`src/rtl/pu_mem_loader.sv`:
```
// rtl/pu_mem_loader.sv - command/stream to column-parallel PU memory bus bridge
// Writes stream straight onto the bus; reads are credit-limited into a fall-through readback FIFO.
module pu_mem_loader #(
  parameter int logNumPe          = 3,
  parameter int memDataLen        = 16,
  parameter int logMemNamespaces  = 2,
  parameter int numPuMemColumns   = 2,
  parameter int logNumPeMemColumn = 2,
  parameter int beatCountLen      = 16,
  parameter int rdLatency         = 2,
  parameter int logRdFifoDepth    = 2
) (
  input  logic                                               clk,
  input  logic                                               reset,
  input  logic                                               cmd_valid,
  output logic                                               cmd_ready,
  input  logic                                               cmd_rd_wrt,
  input  logic [logMemNamespaces-1:0]                        cmd_data_type,
  input  logic [beatCountLen-1:0]                            cmd_beats,
  input  logic [memDataLen*numPuMemColumns-1:0]              wr_data,
  input  logic                                               wr_valid,
  output logic                                               wr_ready,
  output logic [memDataLen*numPuMemColumns-1:0]              rd_data,
  output logic                                               rd_valid,
  input  logic                                               rd_ready,
  output logic                                               busy,
  output logic                                               done,
  output logic [(logNumPeMemColumn+1)*numPuMemColumns-1:0]   ctrl_mem_out,
  output logic                                               mem_rd_wrt,
  output logic [logMemNamespaces-1:0]                        mem_data_type,
  output logic [memDataLen*numPuMemColumns-1:0]              mem_data_out,
  input  logic [memDataLen*numPuMemColumns-1:0]              mem_data_in
);

  localparam int BUSW  = memDataLen * numPuMemColumns;
  localparam int DEPTH = 1 << logRdFifoDepth;
  localparam int CNTW  = logRdFifoDepth + 2;

  if ((numPuMemColumns << logNumPeMemColumn) != (1 << logNumPe)) begin : g_bad_cfg
    $error("pu_mem_loader: column count and peId width do not cover the PE array");
  end

  typedef enum logic [1:0] {IDLE, WRITE, READ, DRAIN} state_t;
  state_t state, state_next;

  logic [beatCountLen-1:0]       beats_left;
  logic [logNumPeMemColumn-1:0]  pe_ptr;
  logic                          bus_rd_vld;
  logic [rdLatency-1:0]          rd_pipe;
  logic [BUSW-1:0]               fifo_mem [DEPTH];
  logic [logRdFifoDepth-1:0]     fifo_wp, fifo_rp;
  logic [logRdFifoDepth:0]       fifo_count;
  logic [CNTW-1:0]               in_flight;
  logic accept, wr_beat, rd_beat, beat, last_beat, capture, pop, credit_ok, done_next;

  // Outstanding reads: the beat currently on the bus plus every latency stage behind it.
  always_comb begin
    in_flight = CNTW'(bus_rd_vld);
    for (int i = 0; i < rdLatency; i++) in_flight = in_flight + CNTW'(rd_pipe[i]);
  end

  assign capture   = rd_pipe[rdLatency-1];
  assign pop       = rd_ready && (fifo_count != '0);
  assign credit_ok = (CNTW'(fifo_count) + in_flight) < CNTW'(DEPTH);
  assign last_beat = (beats_left == beatCountLen'(1));
  assign beat      = wr_beat || rd_beat;

  assign cmd_ready = (state == IDLE);
  assign wr_ready  = (state == WRITE);
  assign busy      = (state != IDLE);
  assign rd_valid  = (fifo_count != '0);
  assign rd_data   = rd_valid ? fifo_mem[fifo_rp] : '0;

  always_ff @(posedge clk or negedge reset) begin
    if (!reset) state <= IDLE;
    else        state <= state_next;
  end

  always_comb begin
    state_next = state;
    accept     = 1'b0;
    wr_beat    = 1'b0;
    rd_beat    = 1'b0;
    done_next  = 1'b0;
    case (state)
      IDLE: begin
        if (cmd_valid) begin
          accept = 1'b1;
          if (cmd_beats == '0) done_next = 1'b1;
          else                 state_next = cmd_rd_wrt ? READ : WRITE;
        end
      end
      WRITE: begin
        if (wr_valid) begin
          wr_beat = 1'b1;
          if (last_beat) begin
            state_next = IDLE;
            done_next  = 1'b1;
          end
        end
      end
      READ: begin
        if (credit_ok) begin
          rd_beat = 1'b1;
          if (last_beat) state_next = DRAIN;
        end
      end
      DRAIN: begin
        // All beats issued, so the return with nothing behind it is the last one.
        if (capture && in_flight == CNTW'(1)) begin
          state_next = IDLE;
          done_next  = 1'b1;
        end
      end
      default: state_next = IDLE;
    endcase
  end

  always_ff @(posedge clk or negedge reset) begin
    if (!reset) begin
      beats_left    <= '0;
      pe_ptr        <= '0;
      mem_rd_wrt    <= 1'b0;
      mem_data_type <= '0;
      mem_data_out  <= '0;
      ctrl_mem_out  <= '0;
      bus_rd_vld    <= 1'b0;
      rd_pipe       <= '0;
      done          <= 1'b0;
    end else begin
      if (accept) begin
        mem_rd_wrt    <= cmd_rd_wrt;
        mem_data_type <= cmd_data_type;
        beats_left    <= cmd_beats;
        pe_ptr        <= '0;
      end else if (beat) begin
        beats_left <= beats_left - beatCountLen'(1);
        pe_ptr     <= pe_ptr + logNumPeMemColumn'(1);
      end
      ctrl_mem_out <= beat ? {numPuMemColumns{pe_ptr, 1'b1}} : '0;
      if (wr_beat) mem_data_out <= wr_data;
      bus_rd_vld <= rd_beat;
      rd_pipe[0] <= bus_rd_vld;
      for (int i = 1; i < rdLatency; i++) rd_pipe[i] <= rd_pipe[i-1];
      done <= done_next;
    end
  end

  always_ff @(posedge clk) begin
    if (capture) fifo_mem[fifo_wp] <= mem_data_in;
  end

  always_ff @(posedge clk or negedge reset) begin
    if (!reset) begin
      fifo_wp    <= '0;
      fifo_rp    <= '0;
      fifo_count <= '0;
    end else begin
      if (capture) fifo_wp <= fifo_wp + logRdFifoDepth'(1);
      if (pop)     fifo_rp <= fifo_rp + logRdFifoDepth'(1);
      case ({capture, pop})
        2'b10:   fifo_count <= fifo_count + (logRdFifoDepth+1)'(1);
        2'b01:   fifo_count <= fifo_count - (logRdFifoDepth+1)'(1);
        default: fifo_count <= fifo_count;
      endcase
    end
  end

endmodule

```
`config.mk`:
```
export PLATFORM = sky130hd
export DESIGN_NAME = pu_mem_loader
export DESIGN_NICKNAME = d
export VERILOG_FILES = /design/src/rtl/pu_mem_loader.sv
export SDC_FILE = /design/constraint.sdc
export NUM_CORES = 1
export LEC_CHECK = 0
export ABC_AREA = 0
export CAP_MARGIN = 0
export CORE_UTILIZATION = 51
export CTS_CLUSTER_DIAMETER = 60
export DETAILED_ROUTE_END_ITERATION = 10
export GPL_ROUTABILITY_DRIVEN = 1
export GPL_TIMING_DRIVEN = 0
export PLACE_DENSITY = 0.8
export SKIP_CTS_REPAIR_TIMING = 1
export SLEW_MARGIN = 20
export SYNTH_ARGS = -nofsm -noshare
export SYNTH_HDL_FRONTEND = slang
export SYNTH_SLANG_ARGS = --single-unit
```
`constraint.sdc`:
```
create_clock -name clk -period 3.8 [get_ports clk]
set_input_delay 1.14 -clock clk [delete_from_list [all_inputs] [get_ports clk]]
set_output_delay 1.14 -clock clk [all_outputs]
set_load 0.01 [all_outputs]
```
==> results of run 1 <==
==> cell usage after synthesis (2+ instances only) <==
library cell and number:
a211o_1 2, a21oi_1 8, a221o_1 4, and2_1 40
buf_2 3, buf_4 3, clkbuf_1 15, dfrtp_1 69
edfxtp_1 128, fa_1 2, ha_1 8, inv_1 13
mux2_2 32, mux4_2 32, nand2_1 28, nand3_1 3
nand3b_1 3, nand4_1 2, nor2_1 14, nor3_1 7
nor4_1 8, o21a_1 2, o21ai_0 10, or4_1 2
xnor2_1 6, xor2_1 6
==> where the power goes <==
part	switching, uW	internal, uW	leakage, uW
Sequential	274	2810	0.00200
Clock	765	970	0.000272
Combinational	1340	1780	0.00158
==> layout make-up <==
cell class / instances / area, sq um / area share, %
Clock buffer: 20 / 437 / 4.16
Clock inverter: 12 / 124 / 1.18
Buffer: 22 / 118 / 1.12
Tap cell: 188 / 235 / 2.24
Timing Repair Buffer: 170 / 1760 / 16.7
Inverter: 13 / 48.8 / 0.465
Sequential cell: 197 / 5570 / 53.0
Multi-Input combinational cell: 237 / 2210 / 21.1
==> worst paths after layout <==
| kind | start | end | slack (ps) | cells after the start |
|---|---|---|---|---|
| worst min register to register | bus_rd_vld$_DFF_PN0_ | rd_pipe[0]$_DFF_PN0_ | 420 | 0 |
| worst min-delay path | bus_rd_vld$_DFF_PN0_ | rd_pipe[0]$_DFF_PN0_ | 420 | 0 |
| worst max register to register | bus_rd_vld$_DFF_PN0_ | beats_left[11]$_DFFE_PN0P_ | 1050 | 8 |
| max in group asynchronous | reset | mem_data_out[11]$_DFFE_PN0P_ | 2700 | 2 |
| worst max-delay path | fifo_rp[0]$_DFFE_PN0N_ | rd_data[27] | 160 | 4 |
| min in group asynchronous | reset | beats_left[8]$_DFFE_PN0P_ | 570 | 1 |
==> worst register-to-register path: cells and delay by family, from the launching register on <==
family | cells | cell delay [ps]
buffers and inverters | 1 | 140
adder cells (fa/ha/maj) | 2 | 640
flip-flops | 1 | 400
AND/OR/NAND/NOR | 2 | 860
AO/OA/AOI/OAI | 3 | 610
==> metrics by stage <==
step	hold WS [ps]	utilization (%)	area (sq um)	TNS (ps)	power, uW
final	417	69.1	10500	0	7930
after global routing	443	69.1	10500	0	8360
after CTS	422	69.0	10500	-5780	8010
after detailed placement	400	65.3	9930	0	6260
after global placement	396	64.6	9820	-42960	6120
after floorplan	386	-	7940	0	4750
==> registers in the layout, indices dropped and copies added (netlist names) <==
register	cells
state	2
rd_pipe	2
fifo_rp	2
done	1
beats_left	16
bus_rd_vld	1
ctrl_mem_out	3
mem_data_type	2
mem_rd_wrt	1
mem_data_out	32
fifo_mem	128
pe_ptr	2
fifo_count	3
fifo_wp	2
==> cells by family after synthesis <==
family	after synthesis
mux	65
fa+ha+maj	10
compound gates	35
buf+inv	36
flops	197
simple gates	115
xor+xnor	12
==> placed cells by master, fill, tap and decap left out, types with 6 or more instances in the layout <==
cell type / count
clkdlybuf4s50_1: 164
edfxtp_1: 128
dfrtp_1: 69
and2_1: 36
mux4_2: 32
mux2_2: 32
nand2_1: 28
clkbuf_16: 17
nor2_1: 14
clkbuf_1: 14
inv_1: 13
o21ai_0: 10
nor4_1: 8
a21oi_1: 8
ha_1: 8
nor3_1: 7
buf_4: 6
xnor2_1: 6
xor2_1: 6
==> per-layer routing <==
metal	wire, um	global-route usage [%]	up-vias	part of all wire, %
met4	246	7.35	0	1.5
met3	1380	7.34	22	8.6
met2	7800	34.3	202	48
met5	0	0	-	0
met1	6680	27.3	2339	41
li1	-	-	2146	-
==> results.toml, run 1 <==
[logic_synthesis]
ys_ff_latch = 197
synth_compound_area_share_pct = 3.04
synth_area_sq_um = 7940
ys_top_cells_by_area = "edfxtp_1 (48%), dfrtp_1 (22%), mux4_2 (9.1%)"
avgSynthCellArea_sq_um = 16.9
syn_nets = 568
synth_top_area_share_pct = 48.4
ys_seq_area_share_pct = 70.2
synth_cell_types = 46
async_flop_share_pct = 35.0
synthCells = 470
synth_top_family_by_area = "multiplexers"
synth_top_cell_by_area = "edfxtp_1"
yosys_warnings = 0
synth-xor-area-share_pct = 1.32
synth_enable_flop_cells = 128
muxShareOfSynthArea_pct = 13.7
synth_fa_ha_area_share_pct = 1.77
synthSimpleGateAreaFrac_pct = 7.95
synthFlopType = "edfxtp_1"

[setup_path]
crit_chain = "clkbuf_4 > mux4_2 > and2_1 > clkdlybuf4s50_1"
arrival_ps = 2500
worst-setup-path-type = "reg2out"
crit_path_start_kind = "flop"
crit_path_end_kind = "output port"
cp_slowest_stage_delay_ps = 550
path_delay_family = "buffers and inverters"
path_max_fanout = 10
worstPathRequired_ps = 2660
cp_num_buf_inv = 2
slowest_stage = "dfrtp_1"

[layout]
fillers = 1026
area_growth_pct = 32.3
nets = 756
diodes = 0
layout-drive-gt1-share_pct = 17.3
finalNonFillerCells = 859

[die]
row_count = 45
boundaryPins = 166
die_w_um = 127
chipHeight_um = 127
start_util_pct = 52.2
core_sq_um = 15200
die-area_sq_um = 16100

[routing]
vias = 4709
viasPerCell = 5.48
drcViolationCount = 0
ant_nets = 0
wire_per_inst_um = 18.8
drt-total-wl_mm = 16.1
drt_iter0_markers = 305
drtPass1Iterations = 4

[status]
status = "finished clean"

[global_route]
grt_usage_pct = 21.3
antenna_found_initial = 0
grt_pass1_wl_mm = 25.7
grt_max_degree = 56
grt_overflow_total = 0
grt_pass1_vias = 5019

[place]
dpl_worst_slack_ps = 40.3
portBuffers = 165
post-dp-hpwl_mm = 11.0
globalplace.congestion = 0.880
dp.cells = 828

[timing]
max_freq_mhz = 275
fin_worst_skew_ps = 7.96
fin_crit_sh_pct = 95.8
setup_viol = 0
drv_slew = 0
tightestPinTransition_ps = 884
timing.final.ws_setup_ps = 159
slew_headroom_pct = 40.5
period_minus_slack_ps = 3640
hold_viol = 0
rsz0062_at_grt = "false"

[power_and_ir_drop]
ir_drop_mv = 0.410
p_leak_uw = 0.00385
powerDensity_nw_per_um2 = 755

[clock_tree]
clockBufferDepth = 2
cts_tree = "yes"
cts_buffers = 17
numClockSinks = 197
clkTransAtPathRegs_ps = 70
clkLatencyLatePin_ps = 420
cts_max_level = 4
cts_root_buf = "clkbuf_16"

[flow_run]
drv_cap = 0

[hold_path]
hp-class = "reg2reg"
Power figures use the tool's default switching activity.
==> inputs of run 2 (changes only) <==
--- a/config.mk
+++ b/config.mk
@@ -12,9 +12,10 @@
 export DETAILED_ROUTE_END_ITERATION = 10
 export GPL_ROUTABILITY_DRIVEN = 1
 export GPL_TIMING_DRIVEN = 0
-export PLACE_DENSITY = 0.8
+export MAX_ROUTING_LAYER = met4
+export PLACE_DENSITY = 0.84
 export SKIP_CTS_REPAIR_TIMING = 1
-export SLEW_MARGIN = 20
+export SLEW_MARGIN = 0
 export SYNTH_ARGS = -nofsm -noshare
 export SYNTH_HDL_FRONTEND = slang
 export SYNTH_SLANG_ARGS = --single-unit
==> results.toml, run 2 (synthesis gave the netlist of run 1 again) <==
[timing]
rsz0062_at_grt = "false"
fin_crit_sh_pct = 93.5
fin_worst_skew_ps = 11.4
tightestPinTransition_ps = 934
drv_slew = 0
slew_headroom_pct = 37.2
whs_ps = 411
setup_viol = 0
period_minus_slack_ps = 3550
hold_viol = 0
max_freq_mhz = 281

[setup_path]
slowest_stage = "mux4_2"
cp_num_buf_inv = 2
reg2reg_slack_ps = 1000
cp_slowest_stage_delay_ps = 540
crit_path_end_kind = "output port"
path_max_fanout = 10
crit_path_start_kind = "flop"
arrival_ps = 2410
path_delay_family = "buffers and inverters"
worstPathRequired_ps = 2660
worst-setup-path-type = "reg2out"
crit_chain = "clkbuf_4 > mux4_2 > and2_1 > clkdlybuf4s50_1"

[routing]
wire_per_inst_um = 19.6
drt-total-wl_mm = 16.8
drcViolationCount = 0
drt_iter0_markers = 314
viasPerCell = 5.50
ant_nets = 0
drtPass1Iterations = 4
vias = 4701

[clock_tree]
cts_max_level = 4
clockBufferDepth = 2
cts_tree = "yes"
numClockSinks = 197
cts_buffers = 17
cts_root_buf = "clkbuf_16"
clkLatencyLatePin_ps = 430
clkTransAtPathRegs_ps = 70

[layout]
nets = 751
layout-drive-gt1-share_pct = 17.6
largestRegisters = "fifo_mem: 128 flops, mem_data_out: 32 flops, beats_left: 16 flops"
fillers = 1028
layout_common_cells = "clkdlybuf4s50_1 (164), edfxtp_1 (128), dfrtp_1 (68)"
regArea_sq_um = 5570
design_area_sq_um = 10400
largest_register_ff_count = 128
largest-register = "fifo_mem"
area_growth_pct = 31.5
layout_commonest_cell = "clkdlybuf4s50_1"
utilization_pct = 68.7
multi_input_area_sq_um = 2210

[die]
chipHeight_um = 127
die-area_sq_um = 16100
start_util_pct = 52.2
row_count = 45
die_w_um = 127
core_sq_um = 15200
boundaryPins = 166

[place]
post-dp-hpwl_mm = 11.2
globalplace.congestion = 0.868
portBuffers = 165
place_area_sq_um = 9830

[global_route]
grt_pass1_vias = 5043
grt_max_degree = 70
grt_pass1_wl_mm = 26.5
grt_usage_pct = 22.9
grt_overflow_total = 0
antenna_found_initial = 1

[hold_path]
hp-class = "reg2reg"

[status]
status = "finished clean"

[power_and_ir_drop]
powerDensity_nw_per_um2 = 768
ir_drop_mv = 0.377
p_leak_uw = 0.00382

[flow_run]
drv_cap = 0
run 2: worst paths after layout:
check,endpoint,depth (start not counted),from
min in group asynchronous,beats_left[9]$_DFFE_PN0P_,1,reset
setup reg to reg,beats_left[5]$_DFFE_PN0P_,8,bus_rd_vld$_DFF_PN0_
max in group asynchronous,fifo_rp[0]$_DFFE_PN0N_,1,reset
setup / recovery,rd_data[4],4,fifo_rp[0]$_DFFE_PN0N_
hold reg to reg,rd_pipe[1]$_DFF_PN0_,0,rd_pipe[0]$_DFF_PN0_
hold / removal,rd_pipe[1]$_DFF_PN0_,0,rd_pipe[0]$_DFF_PN0_
run 2: layout make-up:
cell class | instances | share of cell area [%]
Inverter | 13 | 0.467
Buffer | 22 | 1.13
Multi-Input combinational cell | 237 | 21.2
Tap cell | 188 | 2.25
Clock inverter | 15 | 1.69
Antenna cell | 1 | 0.0240
Sequential cell | 197 | 53.4
Clock buffer | 17 | 4.07
Timing Repair Buffer | 165 | 15.8
run 2: routing by layer:
| metal | GRT usage (%) | routed length, um | vias up |
|---|---|---|---|
| li1 | - | - | 2141 |
| met2 | 37.5 | 8520 | 191 |
| met5 | - | 0 | - |
| met3 | 5.40 | 1030 | 13 |
| met4 | 7.49 | 176 | 0 |
| met1 | 28.4 | 7050 | 2356 |
run 2: metrics by stage:
step / TNS [ps] / total power [uW] / instances / setup slack, ps
floorplan: 0 / 4750 / 470 / 796
global placement: -43140 / 6140 / 823 / -629
detailed placement: 0 / 6230 / 823 / 29.7
CTS: -6300 / 8080 / 855 / -455
global route: 0 / 8430 / 855 / 109
finish: 0 / 8020 / 855 / 247
run 2: power by group:
group          leakage, uW  switching (uW)  internal, uW
clock network     0.000288             791          1040
logic              0.00153            1330          1750
registers          0.00200             293          2810
